## src/rtl/hcsr04_pkg.sv

```systemverilog
// hcsr04_pkg
// Shared definitions for the HC-SR04 ultrasonic sensor emulator:
//   - state_t  : measurement FSM state encoding
//   - CM_US    : echo microseconds per centimetre of target distance
//   - MIN_CM / MAX_CM : in-range distance window
//   - TIMEOUT_US : no-object echo width used when HCSR04_EMU_TIMEOUT_EN is defined
//   - width_t  : 22-bit unsigned counter/width type
package hcsr04_pkg;

  typedef enum logic [2:0] {
    IDLE    = 3'd0,
    TRIG_HI = 3'd1,
    BURST   = 3'd2,
    ECHO    = 3'd3,
    HOLDOFF = 3'd4
  } state_t;

  localparam int CM_US      = 58;
  localparam int MIN_CM     = 2;
  localparam int MAX_CM     = 400;
  localparam int TIMEOUT_US = 38000;

  localparam int WIDTH_W = 22;
  typedef logic [WIDTH_W-1:0] width_t;

endpackage

```

## src/rtl/hcsr04_emulator_sync_edge.sv

```systemverilog
// sync_edge
// Two-flop synchronizer for an asynchronous input pin followed by a
// rising/falling edge detector on the synchronized level.
// Ports:
//   clk  - block clock, rising edge active
//   rst  - asynchronous reset, active-low
//   din  - asynchronous input pin
//   sync - synchronized level (2 cycles after the pin)
//   rise - one-cycle pulse, first cycle sync is high
//   fall - one-cycle pulse, first cycle sync is low
module sync_edge (
  input  logic clk,
  input  logic rst,
  input  logic din,
  output logic sync,
  output logic rise,
  output logic fall
);

  logic din_p0;
  logic din_p1;
  logic din_p2;

  // Stage p0/p1: metastability filter; stage p2: previous level for edges
  always_ff @(posedge clk or negedge rst) begin
    if (!rst) begin
      din_p0 <= 1'b0;
      din_p1 <= 1'b0;
      din_p2 <= 1'b0;
    end else begin
      din_p0 <= din;
      din_p1 <= din_p0;
      din_p2 <= din_p1;
    end
  end

  assign sync = din_p1;
  assign rise = din_p1 & ~din_p2;
  assign fall = ~din_p1 & din_p2;

endmodule

```

## src/rtl/hcsr04_emulator.sv

```systemverilog
// hcsr04_emulator
// Emulates the HC-SR04 ultrasonic ranging module seen from its trig/echo pins.
// A valid trigger (at least TRIG_MIN_US wide) starts a measurement: a fixed
// burst delay, then an echo pulse of distance*58 us, then a dead time.
// Parameters:
//   US_CYCLES   - clock cycles per microsecond
//   TRIG_MIN_US - minimum accepted trigger width (us)
//   BURST_US    - emulated ultrasonic burst time before echo rises (us)
//   HOLDOFF_US  - dead time after each measurement (us)
// Ports:
//   clk         - block clock, rising edge active
//   rst         - asynchronous reset, active-low
//   trig        - trigger pin, asynchronous to clk
//   distance_cm - emulated target distance in cm (sampled on burst entry)
//   echo        - echo pin, registered
//   busy        - high in every state except IDLE
//   trig_err    - one-cycle pulse when a trigger is rejected as too short
//   echo_done   - one-cycle pulse coincident with the echo falling edge
// Build option:
//   HCSR04_EMU_TIMEOUT_EN - out-of-range distances produce a 38 ms echo
//   instead of skipping the echo entirely.
module hcsr04_emulator
  import hcsr04_pkg::*;
#(
  parameter int US_CYCLES   = 40,
  parameter int TRIG_MIN_US = 10,
  parameter int BURST_US    = 200,
  parameter int HOLDOFF_US  = 10000
) (
  input  logic       clk,
  input  logic       rst,
  input  logic       trig,
  input  logic [8:0] distance_cm,
  output logic       echo,
  output logic       busy,
  output logic       trig_err,
  output logic       echo_done
);

  localparam width_t TRIG_MIN_CYC = width_t'(TRIG_MIN_US * US_CYCLES);
  localparam width_t BURST_CYC    = width_t'(BURST_US * US_CYCLES);
  localparam width_t HOLDOFF_CYC  = width_t'(HOLDOFF_US * US_CYCLES);

  // Width counter saturates so very long triggers cannot wrap below the minimum.
  function automatic width_t sat_inc(input width_t v, input width_t lim);
    return (v >= lim) ? lim : v + 1'b1;
  endfunction

  // Echo length in cycles for a distance; zero means "no echo at all".
  function automatic width_t echo_cycles(input logic [8:0] cm);
    width_t w;
    if (cm >= 9'(MIN_CM) && cm <= 9'(MAX_CM)) begin
      w = width_t'(cm) * width_t'(CM_US * US_CYCLES);
    end else begin
`ifdef HCSR04_EMU_TIMEOUT_EN
      w = width_t'(TIMEOUT_US * US_CYCLES);
`else
      w = '0;
`endif
    end
    return w;
  endfunction

  logic   trig_s;
  logic   trig_rise;
  logic   trig_fall;

  state_t state;
  state_t state_next;
  width_t cnt;
  width_t cnt_next;
  width_t width_q;
  logic   load_width;
  logic   err_next;
  logic   done_next;

  sync_edge u_sync_edge (
    .clk  (clk),
    .rst  (rst),
    .din  (trig),
    .sync (trig_s),
    .rise (trig_rise),
    .fall (trig_fall)
  );

  always_comb begin
    state_next = state;
    cnt_next   = cnt;
    load_width = 1'b0;
    err_next   = 1'b0;
    done_next  = 1'b0;
    case (state)
      IDLE: begin
        // Only an edge starts a measurement; a level left high from an
        // earlier ignored trigger does not.
        if (trig_rise) begin
          state_next = TRIG_HI;
          cnt_next   = width_t'(1);
        end
      end
      TRIG_HI: begin
        if (trig_fall) begin
          cnt_next = '0;
          if (cnt < TRIG_MIN_CYC) begin
            err_next   = 1'b1;
            state_next = IDLE;
          end else begin
            load_width = 1'b1;
            state_next = BURST;
          end
        end else if (trig_s) begin
          cnt_next = sat_inc(cnt, TRIG_MIN_CYC);
        end
      end
      BURST: begin
        if (cnt == BURST_CYC - 1'b1) begin
          cnt_next   = '0;
          // A zero width only arises for an out-of-range distance with the
          // timeout disabled: no echo pulse and no echo_done.
          state_next = (width_q != '0) ? ECHO : HOLDOFF;
        end else begin
          cnt_next = cnt + 1'b1;
        end
      end
      ECHO: begin
        if (cnt == width_q - 1'b1) begin
          cnt_next   = '0;
          done_next  = 1'b1;
          state_next = HOLDOFF;
        end else begin
          cnt_next = cnt + 1'b1;
        end
      end
      HOLDOFF: begin
        if (cnt == HOLDOFF_CYC - 1'b1) begin
          cnt_next   = '0;
          state_next = IDLE;
        end else begin
          cnt_next = cnt + 1'b1;
        end
      end
      default: begin
        cnt_next   = '0;
        state_next = IDLE;
      end
    endcase
  end

  // Control registers; echo is high exactly in the cycles the FSM sits in ECHO
  always_ff @(posedge clk or negedge rst) begin
    if (!rst) begin
      state     <= IDLE;
      cnt       <= '0;
      echo      <= 1'b0;
      trig_err  <= 1'b0;
      echo_done <= 1'b0;
    end else begin
      state     <= state_next;
      cnt       <= cnt_next;
      echo      <= (state_next == ECHO);
      trig_err  <= err_next;
      echo_done <= done_next;
    end
  end

  // Distance-derived echo width, captured once on burst entry
  always_ff @(posedge clk) begin
    if (load_width) begin
      width_q <= echo_cycles(distance_cm);
    end
  end

  assign busy = (state != IDLE);

endmodule
```

## config.mk

```make
export PLATFORM = sky130hd
export DESIGN_NAME = hcsr04_emulator
export DESIGN_NICKNAME = d
export VERILOG_FILES = /design/src/rtl/hcsr04_pkg.sv /design/src/rtl/hcsr04_emulator_sync_edge.sv /design/src/rtl/hcsr04_emulator.sv
export SDC_FILE = /design/constraint.sdc
export NUM_CORES = 1
export LEC_CHECK = 0
export ABC_CLOCK_PERIOD_IN_PS = 3640
export BUFFER_PORTS_ARGS = -buffer_cell sky130_fd_sc_hd__buf_2
export CAP_MARGIN = 30
export CORE_UTILIZATION = 58
export DETAILED_ROUTE_END_ITERATION = 8
export GPL_TIMING_DRIVEN = 0
export PLACE_DENSITY = 0.76
export SYNTH_ARGS = -nofsm -noshare
export SYNTH_HDL_FRONTEND = slang
export SYNTH_SLANG_ARGS = --single-unit
```

## constraint.sdc

```tcl
create_clock -name clk -period 3.64 [get_ports clk]
set_input_delay 0.182 -clock clk [delete_from_list [all_inputs] [get_ports clk]]
set_output_delay 0.182 -clock clk [all_outputs]
set_load 0.02 [all_outputs]
```

==> run_results.csv, run 1 <==
group,metric,value,unit
yosys,syn_nets,495,
outcome,status,"finished, final reports clean",
yosys,synthXorXnorAreaFrac,0.0659,
drt,vias,3374,
worst_setup_path,worstPathRequired,3.84,ns
worst_setup_path,path_delay_family,"compound AO/OA/AOI/OAI gates",
drt,wl,8850,um
layout,mostFrequentLayoutCells,"ha_1 (37), dfrtp_1 (31), nand2_1 (29), nor2_1 (28), o21ai_0 (27)",
die,num_rows,29,
timing,setup_viol,0,
pwr,ir_drop,0.221,mV
yosys,yosys_warnings,0,
timing,rsz0062_at_grt,"yes",
global_route,antenna_found_initial,0,
clock_tree,cts_tree,"built",
yosys,seq_area_frac_synth,0.322,
layout,layout_commonest_cell,"ha_1",
yosys,synth-async-reset-ratio,0.646,
worst_setup_path,critical_path_cell_count,10,
clock_tree,numClockSinks,48,
timing,setup_ws,0.118,ns
clock_tree,clk_latency,0.30,ns
clock_tree,clk_pin_slew,0.09,ns
die,initial_core_util,0.614,
yosys,synth_compound_area_frac,0.178,
pwr,p_leak,1.79,nW
die,ios,16,
die,die_y,84.9,um
yosys,muxShareOfSynthArea,0.00502,
worst_setup_path,critPathSlowestCell,"edfxtp_1",
pwr,power_density,286,mW/mm^2
yosys,synth_edf_count,17,
global_route,grt_pass1_vias,3244,
worst_setup_path,worstPathCellList,"inv_1, ha_2, or3b_2, or2_1, o41a_1, a2111oi_4, nand3_1, a21oi_1, o21ai_0, a22o_1",
worst_setup_path,cp-start-kind,"flop",
worst_hold_path,hold_depth,2,
timing,post-route-period-util,0.968,
global_route,grt_max_degree,32,
die,core,0.00649,sq mm
yosys,ys_types,68,
drt,post-route-drc-count,0,
worst_setup_path,cpPeakStageDelay,0.52,ns
worst_setup_path,cp-end-kind,"flop",
timing,skew,0.0106,ns
timing,max_freq,284,MHz
place,dp_slack,-0.116,ns
yosys,synthCells,443,
worst_hold_path,min_path_type,"in2reg",
layout,area_growth,8.31,%
timing,finalCriticalPeriod,3.52,ns
yosys,synth_top_family_by_area,"simple AND/OR/NAND/NOR gates",
layout,fin_nets,519,
drt,drt-vias-per-instance,6.19,
global_route,overflow,0,
clock_tree,cts-root-buf,"clkbuf_8",
layout,final_core_util,0.665,
drt,firstDrtPassIters,4,
drt,avgRoutedWirePerCell,16.2,um
yosys,avgSynthCellArea,9.01,sq um
global_route,grt_pass1_wl,15200,um
timing,max-slew-margin-rel,0.511,
drt,drt-initial-drc-count,218,
global_route,grt_usage,0.261,
yosys,synthAdderAreaFrac,0.129,
yosys,synth_area,0.00399,sq mm
die,die_w,84.9,um
place,detailed_place_hpwl,7020,um
timing,hold_viol_final,0,
clock_tree,htreeDepth,2,
yosys,ys.flop_type,"dfrtp_1",
layout,n_antenna_cell,0,
die,die-area,0.00721,sq mm
place,numPortBuffers,15,
worst_setup_path,worst-path-max-fanout,10,
place,gp_congestion,0.890,
timing,drv_slew,0,
run,maxCapViolations,0,
timing,finalSetupTns,0,ns
clock_tree,cts_buffer_depth,2,
timing,tightest_slew,0.726,ns
yosys,synth_simple_gate_area_frac,0.257,
worst_setup_path,crit_buf_inv,1,
clock_tree,numCtsBuffers,5,
yosys,ys_ff_latch,48,
worst_setup_path,crit_arrival,3.72,ns
worst_setup_path,crit_type,"reg2reg",
worst_setup_path,reg2regPathDepth,10,
layout,drive_gt1_frac,0.118,
drt,ant_nets,0,
pwr,p_total,1.24,mW
-- worst reg2reg max path: stages (launching register included) --
cell and delay, ns:
edfxtp_1 0.52, inv_1 0.11, ha_2 0.29, or3b_2 0.52, or2_1 0.30, o41a_1 0.48, a2111oi_4 0.29, nand3_1 0.24
a21oi_1 0.33, o21ai_0 0.15, a22o_1 0.20
-- stage by stage --
stage	cells	hold slack [ns]	area, sq um
floorplan	443	-0.114	3990
global placement	535	0.260	4160
detailed placement	536	0.262	4170
CTS	545	0.220	4300
global route	545	0.247	4320
finish	545	0.230	4320
-- worst paths after layout --
path | from | end | slack, ns
worst min-delay path | distance_cm[0] | width_q[4] | 0.23
worst max-delay path | width_q[4] | cnt[4] | 0.12
worst max register to register | width_q[4] | cnt[4] | 0.12
worst min register to register | u_sync_edge.din_p0 | u_sync_edge.sync | 0.37
min in group asynchronous | rst | cnt[12] | 0.45
max in group asynchronous | rst | state[2] | 2.75
-- registers in the layout, summed over array words and instances (netlist names) --
| register | cells |
|---|---|
| cnt | 22 |
| echo | 1 |
| echo_done | 1 |
| state | 3 |
| trig_err | 1 |
| u_sync_edge.din_p0 | 1 |
| u_sync_edge.din_p2 | 1 |
| u_sync_edge.sync | 1 |
| width_q | 17 |
-- timing repair --
action                                  CTS  global route
hold buffers                              2             0
hold endpoints to repair                 32             0
resized for setup                         1             4
endpoints found under the setup margin    8             6
setup buffers                             0             0
-- synth_stat cells (6+ instances only) --
library cell,number,share of area
xnor2_1,20,0.044
and2_1,10,0.016
nand3_1,19,0.024
nor2b_1,10,0.016
dfrtp_1,31,0.19
a31oi_1,14,0.022
inv_1,15,0.014
and3_1,12,0.019
clkbuf_1,14,0.013
or3_1,7,0.011
or4_1,6,0.011
ha_1,38,0.12
or2b_1,6,0.011
nor2_1,29,0.027
edfxtp_1,17,0.13
xor2_1,10,0.022
nand2_1,29,0.027
nor3_1,17,0.021
o21ai_0,27,0.034
a21oi_1,21,0.026
-- where the power goes --
part           internal (mW)  leakage [nW]  switching [mW]
registers              0.584         0.580          0.0129
clock network          0.176        0.0523           0.179
logic                  0.124          1.15           0.163
-- layout make-up --
type,count,area (sq um)
sequential,48,1290
clock inverter,2,12.5
multi-input combinational,359,2560
timing repair buffer,18,106
fill,546,2170
clock buffer,6,93.8
inverter,15,56.3
tap,77,96.3
buffer,20,109
-- kinds of logic after synthesis --
group / after synthesis
fa+ha+maj: 40
buf+inv: 36
compound gates: 106
flops: 48
simple gates: 181
xor+xnor: 30
mux: 2
-- metal layers --
metal / track usage / share of wire / wire, um / vias up
li1: - / - / - / 1685
met3: 0.0340 / 0.047 / 415 / 14
met4: 0.0847 / 0.017 / 149 / 0
met5: 0 / 0 / 0 / -
met2: 0.438 / 0.47 / 4120 / 89
met1: 0.350 / 0.47 / 4160 / 1586
No activity file was read; power rests on OpenSTA's default activity.
==> run 2: changes to the inputs <==
Settings changed: CORE_UTILIZATION 58 to 62, PLACE_DENSITY 0.76 to 0.8.
==> run_results.csv, run 2 (same netlist as run 1, synthesis figures left out) <==
group,metric,value,unit
outcome,status,"finished, final reports clean",
layout,area_growth,8.75,%
timing,holdWs,0.211,ns
worst_setup_path,crit_path_end,"cnt[8]",
timing,setup_ws,0.156,ns
worst_setup_path,crit_start,"width_q[4]",
drt,drt-initial-drc-count,330,
clock_tree,cts-root-buf,"clkbuf_8",
layout,final_core_util,0.716,
clock_tree,numCtsBuffers,5,
timing,skew,0.0166,ns
timing,max-slew-margin-rel,0.492,
worst_setup_path,worst-path-max-fanout,10,
clock_tree,cts_tree,"built",
die,ios,16,
layout,top_regs,"cnt x22, width_q x17, state x3",
drt,firstDrtPassIters,5,
timing,finalCriticalPeriod,3.48,ns
die,num_rows,28,
drt,post-route-drc-count,0,
global_route,grt_usage,0.291,
worst_setup_path,cpPeakStageDelay,0.53,ns
worst_setup_path,path_delay_family,"simple AND/OR/NAND/NOR gates",
clock_tree,cts_buffer_depth,2,
clock_tree,numClockSinks,48,
run,maxCapViolations,0,
place,gp_congestion,0.936,
layout,drive_gt1_frac,0.119,
worst_setup_path,r2r-end,"cnt[8]",
die,initial_core_util,0.658,
layout,n_antenna_cell,0,
layout,largest_reg_flops,22,
worst_setup_path,cp-end-kind,"flop",
clock_tree,clk_pin_slew,0.10,ns
drt,vias,3513,
die,core,0.00606,sq mm
layout,fin_nets,521,
timing,rsz0062_at_grt,"no",
layout,regMostFlops,"cnt",
drt,avgRoutedWirePerCell,16.7,um
drt,ant_nets,0,
die,die_y,82.2,um
place,numPortBuffers,15,
worst_setup_path,worstPathRequired,3.86,ns
pwr,p_leak,1.80,nW
worst_setup_path,critical_path_cell_count,10,
global_route,overflow,0,
timing,hold_viol_final,0,
die,die-area,0.00676,sq mm
worst_setup_path,reg2regPathDepth,10,
timing,max_freq,287,MHz
clock_tree,htreeDepth,2,
drt,drt-vias-per-instance,6.45,
pwr,power_density,295,mW/mm^2
timing,post-route-period-util,0.957,
global_route,grt_pass1_wl,14800,um
pwr,p_total,1.28,mW
worst_setup_path,cp-start-kind,"flop",
layout,mostFrequentLayoutCells,"ha_1 (37), dfrtp_1 (31), nand2_1 (29), nor2_1 (29), o21ai_0 (27)",
timing,tightest_slew,0.756,ns
worst_hold_path,min_from,"distance_cm[0]",
pwr,ir_drop,0.251,mV
global_route,grt_max_degree,32,
timing,drv_slew,0,
clock_tree,clk_latency,0.32,ns
worst_setup_path,crit_type,"reg2reg",
place,dp_slack,-0.0579,ns
die,die_w,82.2,um
worst_setup_path,reg2reg_from,"width_q[4]",
worst_setup_path,crit_buf_inv,1,
worst_setup_path,crit_arrival,3.70,ns
place,detailed_place_hpwl,6910,um
worst_setup_path,ff2ff_setup_slack,0.16,ns
global_route,antenna_found_initial,0,
timing,setup_viol,0,
worst_setup_path,worstPathCellList,"inv_1, ha_2, or3b_2, or2_1, o41a_1, a2111oi_4, nand3_2, nand2_1, nand3_1, a22o_1",
global_route,grt_pass1_vias,3181,
drt,wl,9110,um
worst_hold_path,min_path_type,"in2reg",
worst_setup_path,critPathSlowestCell,"or3b_2",
layout,layout_commonest_cell,"ha_1",
## run 2: layout make-up
cell class,instances,area (sq um)
Fill cell,474,1720
Inverter,15,56.3
Clock buffer,5,68.8
Buffer,20,109
Multi-Input combinational cell,359,2560
Sequential cell,48,1290
Tap cell,75,93.8
Timing Repair Buffer,20,118
Clock inverter,3,47.5
## run 2: worst min-delay path by stage
| stage | depth (start not counted) | endpoint | slack [ns] |
|---|---|---|---|
| final | 2 | width_q[4] | 0.21 |
| after global routing | 2 | width_q[4] | 0.23 |
| after CTS | 2 | width_q[4] | 0.21 |
| after floorplan | 0 | cnt[0] | -0.11 |
| after global placement | 1 | cnt[16] | 0.26 |
| after detailed placement | 1 | cnt[13] | 0.27 |
## run 2: through the flow
step	instance area (sq um)	cells	setup TNS, ns
after floorplan	3990	443	0
after global placement	4160	533	0
after detailed placement	4170	534	-0.164
after CTS	4300	543	0
after global routing	4340	545	0
final	4340	545	0
## run 2: report_power, final
group	internal (mW)	switching (mW)	leakage, nW	total (mW)
clock	0.207	0.189	0.0583	0.396
sequential	0.584	0.0136	0.580	0.597
combinational	0.124	0.164	1.16	0.288
total	0.914	0.367	1.80	1.28
## run 2: routing by layer
layer,vias to the layer above,global-route usage,wire (um)
met5,-,0,0
met4,0,0.126,331
met3,33,0.0473,539
met2,135,0.475,4200
met1,1651,0.379,4040
li1,1694,-,-
## run 2: repair_timing
item                                    CTS  global route
buffers inserted                          0             2
resized for setup                         1             3
endpoints found under the hold margin    32             0
endpoints found under the setup margin   12             9
hold buffers                              2             0
==> run 3: changes to the inputs <==
Settings changed: ABC_CLOCK_PERIOD_IN_PS 3640 to 4400.
Clock period 3.64 ns to 4.4 ns, I/O delays scaled along.
==> run_results.csv, run 3 (same netlist as run 1, synthesis figures left out) <==
group,metric,value,unit
layout,largest_reg_flops,22,
clock_tree,cts-root-buf,"clkbuf_8",
worst_setup_path,worst-path-max-fanout,10,
worst_hold_path,min_path_type,"in2reg",
drt,post-route-drc-count,0,
timing,rsz0062_at_grt,"no",
clock_tree,cts_buffer_depth,2,
layout,n_antenna_cell,0,
pwr,p_leak,1.79,nW
place,numPortBuffers,15,
global_route,overflow,0,
timing,tightest_slew,0.769,ns
drt,drt-vias-per-instance,6.39,
clock_tree,cts_resized,0,
place,detailed_place_hpwl,6910,um
timing,setup_viol,0,
timing,max-slew-margin-rel,0.482,
die,initial_core_util,0.658,
place,gp_congestion,0.936,
outcome,status,"finished, final reports clean",
worst_setup_path,critPathSlowestCell,"or3b_2",
clock_tree,cts_tree,"built",
worst_setup_path,crit_type,"reg2reg",
pwr,ir_drop,0.206,mV
layout,layout_commonest_cell,"ha_1",
timing,skew,0.0158,ns
layout,regMostFlops,"cnt",
layout,area_growth,7.84,%
layout,mostFrequentLayoutCells,"ha_1 (38), dfrtp_1 (31), nand2_1 (29), nor2_1 (29), o21ai_0 (27)",
worst_setup_path,worstPathCellList,"inv_1, ha_1, clkbuf_1, or3b_2, or2_1, o41a_1, a2111oi_2, nand3_1, nand2_1, nand3_1, a22o_1",
worst_setup_path,cpPeakStageDelay,0.55,ns
drt,avgRoutedWirePerCell,16.7,um
layout,fillers,480,
drt,drt-initial-drc-count,288,
die,num_rows,28,
die,ios,16,
drt,ant_nets,0,
drt,vias,3478,
layout,top_regs,"cnt x22, width_q x17, state x3",
timing,finalSetupTns,0,ns
worst_setup_path,critPathMostFrequentCell,"nand3_1",
timing,max_freq,255,MHz
drt,wl,9070,um
clock_tree,clk_pin_slew,0.10,ns
global_route,grt_pass1_wl,14800,um
pwr,power_density,246,mW/mm^2
die,die_w,82.2,um
die,die_y,82.2,um
die,die-area,0.00676,sq mm
global_route,antenna_found_initial,0,
global_route,grt_usage,0.291,
global_route,grt_max_degree,32,
layout,fin_nets,520,
clock_tree,htreeDepth,2,
clock_tree,clk_latency,0.31,ns
drt,firstDrtPassIters,5,
timing,drv_slew,0,
clock_tree,numCtsBuffers,5,
timing,finalCriticalPeriod,3.93,ns
global_route,grt_pass1_vias,3182,
die,core,0.00606,sq mm
worst_setup_path,cp-start-kind,"flop",
layout,drive_gt1_frac,0.109,
worst_setup_path,cp-end-kind,"flop",
place,dp_slack,0.702,ns
worst_setup_path,worstPathRequired,4.61,ns
timing,post-route-period-util,0.892,
timing,hold_viol_final,0,
clock_tree,numClockSinks,48,
worst_setup_path,crit_arrival,4.14,ns
timing,setup_ws,0.473,ns
run,maxCapViolations,0,
layout,final_core_util,0.710,
[run 3: cell count changes in the layout (fill, tap and decap cells not counted), sizes merged]
cell,before,now
buf,25,23
clkbuf,18,19
[run 3: worst paths after layout]
check,start,to,slack [ns],depth (start not counted)
min in group asynchronous,rst,cnt[10],0.48,2
setup / recovery,width_q[4],cnt[8],0.47,11
hold / removal,distance_cm[0],width_q[4],0.25,2
hold reg to reg,u_sync_edge.din_p0,u_sync_edge.sync,0.36,0
max in group asynchronous,rst,state[2],3.47,2
setup reg to reg,width_q[4],cnt[8],0.47,11
[run 3: worst max-delay path, delay by kind of cell (launching register included)]
kind            cells  cell delay, ns
compound gates      3            1.09
fa+ha+maj           1            0.17
buf+inv             2            0.49
flops               1            0.50
simple gates        5            1.58
[run 3: routing by layer]
layer | routed length, um | global-route usage | vias to the layer above
li1 | - | - | 1680
met1 | 4110 | 0.379 | 1632
met2 | 4170 | 0.476 | 139
met3 | 470 | 0.0451 | 27
met4 | 318 | 0.128 | 0
met5 | 0 | 0 | -
[run 3: report_power, final]
group	switching (mW)	internal [mW]
registers	0.0111	0.483
clock network	0.155	0.171
logic	0.136	0.102
[run 3: cell type report]
class	count	area [sq um]	share of cell area
Multi-Input combinational cell	359	2530	0.589
Sequential cell	48	1290	0.299
Buffer	21	113	0.0262
Timing Repair Buffer	18	103	0.0238
Tap cell	75	93.8	0.0218
Clock buffer	5	68.8	0.0160
Inverter	15	56.3	0.0131
Clock inverter	3	47.5	0.0110
[run 3: through the flow]
step / cells / instance area [sq um] / hold slack, ns / total power, mW
after floorplan: 443 / 3990 / -0.0756 / 0.677
final: 544 / 4300 / 0.254 / 1.06
after global placement: 533 / 4160 / 0.297 / 0.730
after global routing: 544 / 4300 / 0.267 / 1.11
after CTS: 543 / 4290 / 0.00933 / 1.06
after detailed placement: 534 / 4170 / 0.304 / 0.737
[run 3: what timing repair did]
item / CTS / global route
buffers inserted: 0 / 0
hold buffers: 1 / 1
endpoints found under the hold margin: 31 / 1
